<file path="src/rtl/register_file_read_control_pkg.sv">
// Shared architectural definitions for the register-file read control slice.
// Contents:
//   - STAGE_WIDTH and the STAGE_* CPU stage encodings.
//   - OPCODE_* constants (RV32I major opcodes).
//   - rfr_state_e: 2-bit state encoding of the operand-read FSM (RFR_STATE_*).
package register_file_read_control_pkg;

  localparam int STAGE_WIDTH = 3;

  localparam logic [STAGE_WIDTH-1:0] STAGE_FETCH         = 3'd0;
  localparam logic [STAGE_WIDTH-1:0] STAGE_DECODE        = 3'd1;
  localparam logic [STAGE_WIDTH-1:0] STAGE_REGISTER_READ = 3'd2;
  localparam logic [STAGE_WIDTH-1:0] STAGE_EXECUTE       = 3'd3;
  localparam logic [STAGE_WIDTH-1:0] STAGE_MEMORY        = 3'd4;
  localparam logic [STAGE_WIDTH-1:0] STAGE_WRITEBACK     = 3'd5;

  localparam logic [6:0] OPCODE_LUI    = 7'b0110111;
  localparam logic [6:0] OPCODE_AUIPC  = 7'b0010111;
  localparam logic [6:0] OPCODE_JAL    = 7'b1101111;
  localparam logic [6:0] OPCODE_JALR   = 7'b1100111;
  localparam logic [6:0] OPCODE_BRANCH = 7'b1100011;
  localparam logic [6:0] OPCODE_LOAD   = 7'b0000011;
  localparam logic [6:0] OPCODE_STORE  = 7'b0100011;
  localparam logic [6:0] OPCODE_OP_IMM = 7'b0010011;
  localparam logic [6:0] OPCODE_OP     = 7'b0110011;

  typedef enum logic [1:0] {
    RFR_STATE_IDLE   = 2'd0,
    RFR_STATE_RD_RS1 = 2'd1,
    RFR_STATE_RD_RS2 = 2'd2,
    RFR_STATE_DONE   = 2'd3
  } rfr_state_e;

endpackage

</file>
<file path="src/rtl/register_file_read_control_operand_usage_decode.sv">
// Combinational opcode -> source-operand usage decode. Also usable by hazard
// detection logic, which needs the same "which sources are read" answer.
// Ports:
//   opcode   in  7  instruction opcode
//   need_rs1 out 1  instruction reads rs1
//   need_rs2 out 1  instruction reads rs2
module operand_usage_decode
  import register_file_read_control_pkg::*;
(
  input  logic [6:0] opcode,
  output logic       need_rs1,
  output logic       need_rs2
);

  always_comb begin
    need_rs1 = 1'b0;
    need_rs2 = 1'b0;
    case (opcode)
      OPCODE_OP, OPCODE_BRANCH, OPCODE_STORE: begin
        need_rs1 = 1'b1;
        need_rs2 = 1'b1;
      end
      OPCODE_OP_IMM, OPCODE_LOAD, OPCODE_JALR: begin
        need_rs1 = 1'b1;
      end
      default: begin
        // LUI, AUIPC, JAL and unknown opcodes read no registers.
      end
    endcase
  end

endmodule

</file>
<file path="src/rtl/register_file_read_control.sv">
// Source-operand fetch for the current instruction. The register file has a
// single asynchronous read port, so rs1 and rs2 are read one per cycle by a
// small FSM (IDLE -> RD_RS1 -> RD_RS2 -> DONE). The stage sequencer holds
// STAGE_REGISTER_READ until operands_valid is seen.
// Optional feature macro: RF_BYPASS_EN -- when defined, a writeback in the
// same cycle to the register being read is forwarded (wb_value) instead of
// the stale register-file data.
// Ports:
//   clk, reset (sync, active-high)
//   stage            in   current CPU stage
//   opcode, rs1, rs2 in   decoded instruction fields (latched at start)
//   rf_read_addr     out  register-file read address (from state)
//   rf_read_data     in   register-file asynchronous read data
//   wb_write_enable, wb_rd, wb_value  in  writeback bus (bypass build only)
//   rs1_value, rs2_value  out  captured operands
//   operands_valid   out  state is DONE
//   busy             out  a read is in progress (RD_RS1 / RD_RS2)
module register_file_read_control
  import register_file_read_control_pkg::*;
#(
  parameter int XLEN       = 32,
  parameter int REG_ADDR_W = 5
) (
  input  logic                   clk,
  input  logic                   reset,
  input  logic [STAGE_WIDTH-1:0] stage,
  input  logic [6:0]             opcode,
  input  logic [REG_ADDR_W-1:0]  rs1,
  input  logic [REG_ADDR_W-1:0]  rs2,
  output logic [REG_ADDR_W-1:0]  rf_read_addr,
  input  logic [XLEN-1:0]        rf_read_data,
  input  logic                   wb_write_enable,
  input  logic [REG_ADDR_W-1:0]  wb_rd,
  input  logic [XLEN-1:0]        wb_value,
  output logic [XLEN-1:0]        rs1_value,
  output logic [XLEN-1:0]        rs2_value,
  output logic                   operands_valid,
  output logic                   busy
);

  rfr_state_e state_reg, state_next;
  logic [REG_ADDR_W-1:0] rs1_idx_reg, rs2_idx_reg;
  logic                  need_rs2_reg;
  logic [XLEN-1:0]       rs1_value_reg, rs2_value_reg;
  logic                  need_rs1, need_rs2;
  logic                  in_read_stage;
  logic [XLEN-1:0]       capture_value;

  operand_usage_decode u_operand_usage_decode (
    .opcode   (opcode),
    .need_rs1 (need_rs1),
    .need_rs2 (need_rs2)
  );

  assign in_read_stage = (stage == STAGE_REGISTER_READ);

  // Next state and read address.
  always_comb begin
    state_next   = state_reg;
    rf_read_addr = '0;
    case (state_reg)
      RFR_STATE_IDLE: begin
        if (in_read_stage)
          state_next = need_rs1 ? RFR_STATE_RD_RS1 : RFR_STATE_DONE;
      end
      RFR_STATE_RD_RS1: begin
        rf_read_addr = rs1_idx_reg;
        if (!in_read_stage)
          state_next = RFR_STATE_IDLE;
        else
          state_next = need_rs2_reg ? RFR_STATE_RD_RS2 : RFR_STATE_DONE;
      end
      RFR_STATE_RD_RS2: begin
        rf_read_addr = rs2_idx_reg;
        state_next   = in_read_stage ? RFR_STATE_DONE : RFR_STATE_IDLE;
      end
      RFR_STATE_DONE: begin
        if (!in_read_stage)
          state_next = RFR_STATE_IDLE;
      end
      default: state_next = RFR_STATE_IDLE;
    endcase
  end

  // Value captured in a read state. rf_read_addr is the index being read
  // (always 0 outside the read states, where nothing is captured).
`ifdef RF_BYPASS_EN
  always_comb begin
    if (rf_read_addr == '0)
      capture_value = '0;
    else if (wb_write_enable && (wb_rd == rf_read_addr))
      capture_value = wb_value;
    else
      capture_value = rf_read_data;
  end
`else
  assign capture_value = (rf_read_addr == '0) ? '0 : rf_read_data;

  // Writeback bus is only consumed by the bypass build.
  logic unused_wb;
  assign unused_wb = ^{wb_write_enable, wb_rd, wb_value};
`endif

  always_ff @(posedge clk) begin
    if (reset) begin
      state_reg     <= RFR_STATE_IDLE;
      rs1_idx_reg   <= '0;
      rs2_idx_reg   <= '0;
      need_rs2_reg  <= 1'b0;
      rs1_value_reg <= '0;
      rs2_value_reg <= '0;
    end else begin
      state_reg <= state_next;
      case (state_reg)
        RFR_STATE_IDLE: begin
          if (in_read_stage) begin
            rs1_idx_reg   <= rs1;
            rs2_idx_reg   <= rs2;
            need_rs2_reg  <= need_rs2;
            rs1_value_reg <= '0;
            rs2_value_reg <= '0;
          end
        end
        // On abort (stage left) nothing is captured; old values are kept.
        RFR_STATE_RD_RS1: if (in_read_stage) rs1_value_reg <= capture_value;
        RFR_STATE_RD_RS2: if (in_read_stage) rs2_value_reg <= capture_value;
        default: begin
        end
      endcase
    end
  end

  assign rs1_value      = rs1_value_reg;
  assign rs2_value      = rs2_value_reg;
  assign operands_valid = (state_reg == RFR_STATE_DONE);
  assign busy           = (state_reg == RFR_STATE_RD_RS1) || (state_reg == RFR_STATE_RD_RS2);

endmodule

</file>
<file path="config.mk">
export PLATFORM = sky130hd
export DESIGN_NAME = register_file_read_control
export DESIGN_NICKNAME = d
export VERILOG_FILES = /design/src/rtl/register_file_read_control_pkg.sv /design/src/rtl/register_file_read_control_operand_usage_decode.sv /design/src/rtl/register_file_read_control.sv
export SDC_FILE = /design/constraint.sdc
export NUM_CORES = 1
export LEC_CHECK = 0
export ABC_AREA = 1
export CAP_MARGIN = 25
export CORE_MARGIN = 2
export CORE_UTILIZATION = 40
export CTS_BUF_LIST = sky130_fd_sc_hd__clkbuf_8 sky130_fd_sc_hd__clkbuf_16
export DETAILED_ROUTE_END_ITERATION = 10
export GPL_ROUTABILITY_DRIVEN = 0
export PLACE_DENSITY = 0.81
export SYNTH_ARGS = -nofsm -noshare
export SYNTH_HDL_FRONTEND = slang
export SYNTH_SLANG_ARGS = --single-unit
</file>
<file path="constraint.sdc">
create_clock -name clk -period 2.2 [get_ports clk]
set_input_delay 0.33 -clock clk [delete_from_list [all_inputs] [get_ports clk]]
set_output_delay 0.33 -clock clk [all_outputs]
set_load 0.01 [all_outputs]
</file>
# [Word-level counts from Yosys, hierarchy flattened]
# Cells that the tools add are included.
[totals] regBits=77 latchBits=0 ramBits=0 mem_bits_ro=0 mem_count=0
[op_classes] add_sub_neg=0 multipliers=0 div=0 magnitude_cmp=0 n_eq_ne=14 n_shift=0 muxes=15 bitwise_logic=0 n_reduce_logical=11
[ops] cell="$pmux W32 S2" count=2
[ops] cell="$mux W32" count=3
[ops] cell="$eq A7 B6 Y1 const B" count=2
[ops] cell="$eq A7 B7 Y1 const B" count=2
[ops] cell="$mux W2" count=5
[ops] cell="$pmux W5 S2" count=1
[ops] cell="$ne A2 B2 Y1 const B" count=4
[ops] cell="$pmux W2 S4" count=1
[ops] cell="$eq A7 B2 Y1 const B" count=1
[ops] cell="$eq A7 B5 Y1 const B" count=1
[ops] cell="$reduce_and A3 Y1" count=2
[ops] cell="$reduce_or A6 Y1" count=1
[ops] cell="$logic_not A5 Y1" count=1
[ops] cell="$eq A2 B2 Y1 const B" count=2
[ops] cell="$reduce_and A2 Y1" count=2
[ops] cell="$reduce_bool A2 Y1" count=2
[ops] cell="$eq A3 B2 Y1 const B" count=1
[ops] cell="$mux W1" count=3
[ops] cell="$reduce_or A3 Y1" count=1
[ops] cell="$eq A2 B1 Y1 const B" count=1
[ops] cell="$logic_not A2 Y1" count=1
[ops] cell="$logic_or A1 B1 Y1" count=1

# [Longest topological paths before layout]
# Gate-level depths: netlist of the first run.
[logic_depth] depth_word=6 mapped_depth=11 depth_no_buf=10

# [Cells and area by module]
# A second synthesis of the first run with hierarchy kept.
[unflattened] hier_cells=403 hier_area_um2=3099.2
[by_module_without_submodules] module="register_file_read_control" n_inst=1 cells_each=391 area_each_um2=3051.7 seq_area_each_um2=1541.5
[by_module_without_submodules] module="operand_usage_decode" n_inst=1 cells_each=12 area_each_um2=47.5 seq_area_each_um2=0.0

# [Worst setup path before layout of the first run]
# Ideal clock, no wire load.
[synth_timing] path_type="reg-to-reg" start="reg state_reg[0]" end="reg rs1_value_reg[10] (netlist: rs1_value[10])" setup_time_ns=0.069 arrival_time_ns=1.728 required_time_ns=2.131 setup_slack_ns=0.402 stages_incl_launch_ff=10 path_buffers=1 synth_period_minus_slack_ns=1.798 cell_sequence="dfxtp_1 -> inv_1 -> ha_1 -> inv_1 -> a21oi_1 -> nor2_1 -> nand2_4 -> buf_6 -> nand3_1 -> a21oi_2"
[synth_between] elab_chain_cells=6 elab_cells_between_ends=12
[synth_lines] item="start, declared" line_no="register_file_read_control.sv:41" rtl="rfr_state_e state_reg, state_next;"
[synth_lines] item="start signal, assigned" line_no="register_file_read_control.sv:113" rtl="state_reg <= state_next;"
[synth_lines] item="$eq A2 B2 Y1 / $eq A2 B1 Y1 (equally long branches)" line_no="register_file_read_control.sv:61" rtl="case (state_reg)"
[synth_lines] item="$pmux W5 S2 (*)" line_no="register_file_read_control.sv:61"
[synth_lines] item="named net rf_read_addr[3]" line_no="register_file_read_control.sv:30" rtl="output logic [REG_ADDR_W-1:0] rf_read_addr,"
[synth_lines] item="$logic_not A5 Y1 (*)" line_no="register_file_read_control.sv:97" rtl="assign capture_value = (rf_read_addr == '0) ? '0 : rf_read_data;"
[synth_lines] item="$mux W32 (*)" line_no="register_file_read_control.sv:97"
[synth_lines] item="$mux W32 (*)" line_no="register_file_read_control.sv:125" rtl="RFR_STATE_RD_RS1: if (in_read_stage) rs1_value_reg <= capture_value;"
[synth_lines] item="$pmux W32 S2 (*)" line_no="register_file_read_control.sv:114" rtl="case (state_reg)"
[synth_lines] item="end signal, assigned" line_no="register_file_read_control.sv:125"
[synth_lines] item="end, declared" line_no="register_file_read_control.sv:44" rtl="logic [XLEN-1:0] rs1_value_reg, rs2_value_reg;"
# The timed path passes the listed nets; every way through them passes the cells marked *. The select of a mux whose other input is x is not followed.
# A chain may end at the register's enable or synchronous reset.

# [Final worst setup path of the first run]
[layout_timing] start="reg state_reg[0]" end="out rf_read_addr[2]"
[layout_between] elab_chain_cells=2 elab_cells_between_ends=3
[layout_lines] item="$eq A2 B2 Y1 / $eq A2 B1 Y1 (equally long branches)" line_no="register_file_read_control.sv:61"
[layout_lines] item="$pmux W5 S2 (*)" line_no="register_file_read_control.sv:61"
[layout_lines] item="end, declared" line_no="register_file_read_control.sv:30"
# Every way passes the cells marked *; elsewhere a longest branch is shown, timed or not.

==> summary.md, run 1 <==
The clock latency on the worst-skew pair came out at 0.34 ns. The first global-routing pass estimated 13300 µm of wire. After global routing the overflow that remains totals 0. Counting flops and latches in the post-synthesis netlist gives 77. The max capacitance violation total came out at 0. The cell with the largest stage delay on the worst path is clkdlybuf4s50_1. Type of element capturing the critical path: a primary output. The clock tree synthesis step divided the H-tree into 3 levels. For this configuration, the core starts out at a cell density of 41.0%. The critical path in this run is classified as reg -> out. In the final design database the tool counted 610 nets. The worst pin sits at a relative slew slack of 47.9%. The repair_antennas step left the layout with diodes totalling 0.

The number of max-slew violations in the final report was 0; the final clock period utilization by the worst path was 96.0%. For the pin count of the biggest net entering global routing, the log shows 65. For the number of antenna violations at the first check in global routing, the log shows 0. The logs give 126 for the number of design-rule violations left by the first detailed-router iteration and 0.00161 µW for the total leakage power.

Using the TritonRoute via totals, the vias-per-cell ratio works out to 4.92. In the routed design, unresolved DRC markers number 0. The number of I/O pins was 163. The class of the worst hold path was in -> reg. Yosys printed 0 warnings. The floorplan has 32 rows.

Setup slack on the critical path of the routed design comes to 0.0875 ns. Synthesis handed over a netlist of 398 instances. The cell area power density was 707 nW/µm²; the endpoint arrival time on the critical path was 1.78 ns. The maximum cell stage delay along the critical path is 0.52 ns. The final layout contains routed wiring with a total length of 8170 µm.

Walking the worst path, the cells encountered are inv_2 > ha_4 > nand2_1 > inv_1 > clkdlybuf4s50_1. Setup repair after global routing left no endpoint under its margin. The die outline area is 8610 µm².

The placeable core area came out at 7690 µm². Clock tree synthesis selected as its root buffer the cell clkbuf_8. For the final database, setup skew stands at 0.0100 ns.

Synthesized net count: 496. During placement, the flow inserted port buffers numbering 124. Count of endpoints failing hold in the final timing report: 0. In the global route stage, overall resource usage came out at 19.1%. The run gives 2 as the maximum buffer depth of the clock tree.

The vertical die dimension is 92.8 µm, and the shortest clock period the worst path allows after layout is 2.11 ns. The die is 92.8 µm wide. Timing would allow up to 473 MHz. The required time reported for the critical path endpoint is 1.87 ns, and the HPWL after detailed placement is 5640 µm. Of all nets on the critical path, the largest fanout is 5. The via total after detailed routing is 3047. The tools report the type of origin of the critical path as a register.

For the worst voltage drop across the vdd grid, the log shows 0.000740 V. The sequential fraction of the synthesis area came out at 48.9%. The total setup violations reported at the end of the flow was 0. Dividing the detail-routed wire length by the instance count gives 13.2 µm.

Total clock buffers created by CTS: 9. The area overhead of the layout relative to synthesis was 47.2%. The worst slack at placement is -0.0188 ns. TritonCTS built the clock tree. For the number of detailed-routing iterations run before antenna repair, the log shows 4. Buffers inserted to repair hold after CTS numbered 0. The synthesized netlist occupies a cell area of 3150 µm². The run gives 77 as the clock net sink count. Overall power consumption after layout is estimated at 3280 µW. The mean cell area of the mapped netlist is 7.92 µm², and the ratio of cells with drive above 1 in the final layout is 9.09%. At the pin with the least slew margin, the transition time is 0.779 ns.

Clock-pin slew was measured on the worst setup and hold paths at 0.08 ns. The flow ran to the end, and the final reports show no timing, DRC or antenna violations. The number of different library cells used by synthesis comes to 23. The number of global-route vias before repair came out at 2896.

Count of nets left with antenna violations after detail routing: 0.
-- cells in the final DEF (no fill, tap or decap), types with 4 or more instances in the layout --
cell type / count
buf_4: 6
a21oi_1: 61
nor2_1: 25
dfxtp_1: 75
nand2_1: 88
a21oi_2: 8
inv_2: 4
clkbuf_8: 9
inv_1: 13
clkdlybuf4s50_1: 120
o21ai_0: 14
nand3_1: 63
-- cell type report --
type / count / area, µm²
clock buffers: 9 / 124
clock inverters: 7 / 68.8
fillers: 708 / 3050
inverters: 15 / 56.3
multi-input cells: 278 / 1420
flip-flops and latches: 77 / 1540
well taps: 102 / 128
repair buffers: 131 / 1300
-- metal layers --
metal | vias up | part of all wire [%] | global-route usage, % | routed length (µm)
li1 | 1548 | - | - | -
met4 | 0 | 0.91 | 6.00 | 74
met3 | 12 | 6.7 | 4.64 | 550
met1 | 1390 | 44 | 23.4 | 3580
met5 | - | 0 | 0 | 0
met2 | 97 | 49 | 32.9 | 3970
-- logic make-up after synthesis --
family / after synthesis / share of synthesized area (%)
AND/OR/NAND/NOR: 187 / 27.0
AO/OA/AOI/OAI: 85 / 14.6
adder cells (fa/ha/maj): 6 / 2.38
buffers and inverters: 43 / 7.15
flip-flops: 77 / 48.9
-- stage by stage --
| step | util (%) | cells | setup TNS (ns) | instance area, µm² | hold WS (ns) |
|---|---|---|---|---|---|
| global route | 60.4 | 619 | 0 | 4640 | 0.458 |
| floorplan | - | 398 | 0 | 3150 | 0.455 |
| detailed placement | 57.4 | 603 | -0.0328 | 4410 | 0.456 |
| global placement | 57.4 | 603 | 0 | 4410 | 0.451 |
| CTS | 60.2 | 619 | 0 | 4630 | 0.414 |
| finish | 60.4 | 619 | 0 | 4640 | 0.435 |
-- power by group --
| part | internal (µW) | switching, µW |
|---|---|---|
| logic | 319 | 454 |
| clock network | 518 | 505 |
| registers | 1440 | 44.7 |
-- synth_stat cells (all sizes together) --
cell type  instances  area (µm²)
inv               15        56.3
nand3b             1        7.51
dfxtp             77        1540
a21oi             69         375
nor2              30         154
o21bai             1        7.51
o21ai             14        70.1
nor3               2        10.0
nand2             90         353
ha                 6        75.1
o211ai             1        7.51
clkbuf            10        41.3
buf               18         128
nand3             64         325
-- final timing paths --
check	end	slack (ns)	cells after the start	from
max reg2reg	rs2_value[9]$_SDFFE_PP0P_	0.30	9	state_reg[0]$_SDFFE_PP0P_
min reg2reg	rs2_value[15]$_SDFFE_PP0P_	0.47	2	rs2_value[15]$_SDFFE_PP0P_
max	rf_read_addr[2]	0.09	5	state_reg[0]$_SDFFE_PP0P_
min	rs2_idx_reg[3]$_SDFFE_PP0P_	0.43	4	reset
-- critical path: cells and delay by family, from the launching register on --
family,cells,cell delay [ns]
flops,1,0.41
buf+inv,3,0.67
fa+ha+maj,1,0.29
simple gates,1,0.07
-- timing repair --
action	in CTS	in global routing
buffers inserted	0	0
setup endpoints to repair	5	2
pin swaps	0	0
resized for setup	9	3
Note: power is estimated with default switching activity, not from simulation.
==> run 2, diff against run 1 <==
--- a/config.mk
+++ b/config.mk
@@ -13,6 +13,7 @@
 export DETAILED_ROUTE_END_ITERATION = 10
 export GPL_ROUTABILITY_DRIVEN = 0
 export PLACE_DENSITY = 0.81
+export REMOVE_ABC_BUFFERS = 1
 export SYNTH_ARGS = -nofsm -noshare
 export SYNTH_HDL_FRONTEND = slang
 export SYNTH_SLANG_ARGS = --single-unit
==> summary.md, run 2 (synthesis results as in run 1) <==
For the total leakage power, the log shows 0.00165 µW (was 0.00161 µW). The type of origin of the critical path is a register (unchanged). The number of port buffers is 124 (unchanged). Worst slack at placement: -0.0513 ns (was -0.0188 ns). Area overhead of the layout relative to synthesis: 48.4% (was 47.2%). TritonCTS built the clock tree. The tools report the total setup violations reported at the end of the flow as 0 (unchanged).

The setup slack of the critical path after layout came out at 0.119 ns (was 0.0875 ns). Count of endpoints failing hold in the final timing report: 0 (unchanged). The ratio of cells with drive above 1 in the final layout is 9.27% (was 9.09%), and the worst clock skew on the final layout is 0.0110 ns (was 0.0100 ns). The tools report the normalized max-slew margin as 45.5% (was 47.9%).

The type of element capturing the critical path is a primary output (unchanged). The combined buffer and inverter count along the critical path is 3 (unchanged). The run gives 5740 µm (was 5640 µm) as the HPWL after detailed placement. The cell with the largest stage delay on the worst path was clkdlybuf4s50_1 (unchanged). The tools report the root cell of the clock tree as clkbuf_8 (unchanged). For the post-detailed-route DRC marker count, the log shows 0 (unchanged). Top library cells by usage in the layout, fill and taps aside: clkdlybuf4s50_1 (119), nand2_1 (88), dfxtp_1 (75) (was clkdlybuf4s50_1 (120), nand2_1 (88), dfxtp_1 (75)).

The tools report the number of antenna violations at the first check in global routing as 0 (unchanged). The tools report the detailed-route wire length as 8690 µm (was 8170 µm). The detail-routed via count per cell was 4.98 (was 4.92); the max capacitance violation total was 0 (unchanged). The level count of the clock H-tree is 3 (unchanged), and the final net count is 611 (was 610). Worst path cell trace: inv_2 > ha_4 > nand2_1 > inv_1 > clkdlybuf4s50_1 (unchanged).

The number of max-slew violations in the final report was 0 (unchanged). Clock edge transition at the registers on the reported setup and hold paths: 0.08 ns (about the same). Vertical die dimension: 92.8 µm (unchanged).

The type of the worst setup path was reg -> out (unchanged). The fraction of the core area covered by cells at the end of the flow came out at 60.8% (was 60.4%). The count of hold buffers inserted by post-cts repair is 0 (unchanged).

The maximum fanout encountered on the critical timing path was 4 (was 5). The number of design-rule violations left by the first detailed-router iteration is 114 (was 126). The clock net sink count is 77 (unchanged). The tools report the antenna diode count as 0 (unchanged). The die outline area was 8610 µm² (unchanged); the cell row count was 32 (unchanged). The tools report the global-route wire length before repair as 14300 µm (was 13300 µm).

The commonest non-fill, non-tap cell in the layout was clkdlybuf4s50_1 (unchanged). Worst voltage drop across the vdd grid: 0.000457 V (was 0.000740 V). The flow ran to the end, and the final reports show no timing, DRC or antenna violations. Final clock period utilization by the worst path: 94.6% (was 96.0%). Setup repair after global routing left no endpoint under its margin. The shortest clock period the worst path allows after layout works out to 2.08 ns (was 2.11 ns).

Cell area power density: 728 nW/µm² (was 707 nW/µm²). The global route total overflow is 0 (unchanged), and the die width is 92.8 µm (unchanged). The placeable core area was 7690 µm² (unchanged); the via total after detailed routing was 3088 (was 3047). The fmax was 480 MHz (was 473 MHz). The class of the worst hold path was reg -> reg (was in -> reg). The average wire length per cell after detail routing was 14.0 µm (was 13.2 µm); the required time reported for the critical path endpoint was 1.87 ns (about the same).

The starting density of the core is 41.0% (unchanged), and the maximum buffer depth of the clock tree is 2 (unchanged). For the number of global-route vias before repair, the log shows 3030 (was 2896). Endpoint arrival time on the critical path: 1.75 ns (was 1.78 ns).

The pin count of the biggest net entering global routing is 65 (unchanged), and the number of detailed-routing iterations run before antenna repair is 5 (was 4). The logs give 0 (unchanged) for the post-CTS setup repair buffer count and 0.34 ns (about the same) for the clock latency on the worst-skew pair. The dominant delay contributor by cell family on the critical path was buffers and inverters (unchanged). The logs give 20.6% (was 19.1%) for the total global routing track utilization and 0.467 ns (was 0.435 ns) for the final-layout worst hold slack. The standard cell area after detailed placement is 4420 µm² (was 4410 µm²), and the count of nets left with antenna violations after detail routing is 0 (unchanged). The maximum cell stage delay along the critical path was 0.52 ns (about the same).

The final non-filler cell area came out at 4680 µm² (was 4640 µm²). The run gives 163 (unchanged) as the number of I/O pins. The measured slew at the worst slew-check pin is 0.816 ns (was 0.779 ns). For the total clock buffers created by CTS, the log shows 9 (unchanged).
==> run 2: worst register-to-register path: stages, from the launching register on <==
cell     delay (ns)
dfxtp_4        0.39
inv_2          0.08
ha_4           0.18
inv_1          0.17
nor2_8         0.07
nor2_4         0.62
nand2_1        0.17
a21oi_1        0.18
==> run 2: through the flow <==
step,instances,power (µW),TNS (ns)
3_5_place_dp,604,2220,-0.127
3_3_place_gp,604,2210,0
6_report,620,3400,0
4_1_cts,620,3420,0
5_1_grt,620,3580,0
2_1_floorplan,370,1880,0
==> run 2: what timing repair did <==
item,in CTS,in global routing
endpoints found under the hold margin,0,0
resized for setup,9,5
pin swaps,0,0
setup endpoints to repair,5,2
==> run 2: metal layers <==
| metal | share of wire [%] | vias up | global-route usage (%) |
|---|---|---|---|
| li1 | - | 1546 | - |
| met1 | 42 | 1428 | 25.6 |
| met2 | 49 | 100 | 35.4 |
| met3 | 6.7 | 14 | 4.31 |
| met4 | 1.4 | 0 | 6.74 |
| met5 | 0 | - | 0 |
==> run 2: worst paths after layout <==
| kind | start | to | slack (ns) | cells after the start |
|---|---|---|---|---|
| setup / recovery | state_reg[1]$_SDFFE_PP0P_ | rf_read_addr[2] | 0.12 | 5 |
| hold / removal | rs2_value[31]$_SDFFE_PP0P_ | rs2_value[31]$_SDFFE_PP0P_ | 0.47 | 2 |
| setup reg to reg | state_reg[0]$_SDFFE_PP0P_ | rs2_value[29]$_SDFFE_PP0P_ | 0.27 | 7 |
| hold reg to reg | rs2_value[31]$_SDFFE_PP0P_ | rs2_value[31]$_SDFFE_PP0P_ | 0.47 | 2 |
==> run 2: report_power, final <==
part	switching (µW)	total (µW)	internal, µW	leakage, µW
clock	511	1150	635	0.000108
sequential	46.2	1490	1440	0.000622
combinational	453	768	315	0.000921
==> run 2: layout make-up <==
type / instances / area (µm²)
repair buffers: 132 / 1310
flip-flops and latches: 77 / 1550
well taps: 102 / 128
clock inverters: 7 / 91.3
clock buffers: 9 / 124
inverters: 15 / 56.3
multi-input cells: 278 / 1420
fillers: 666 / 3010
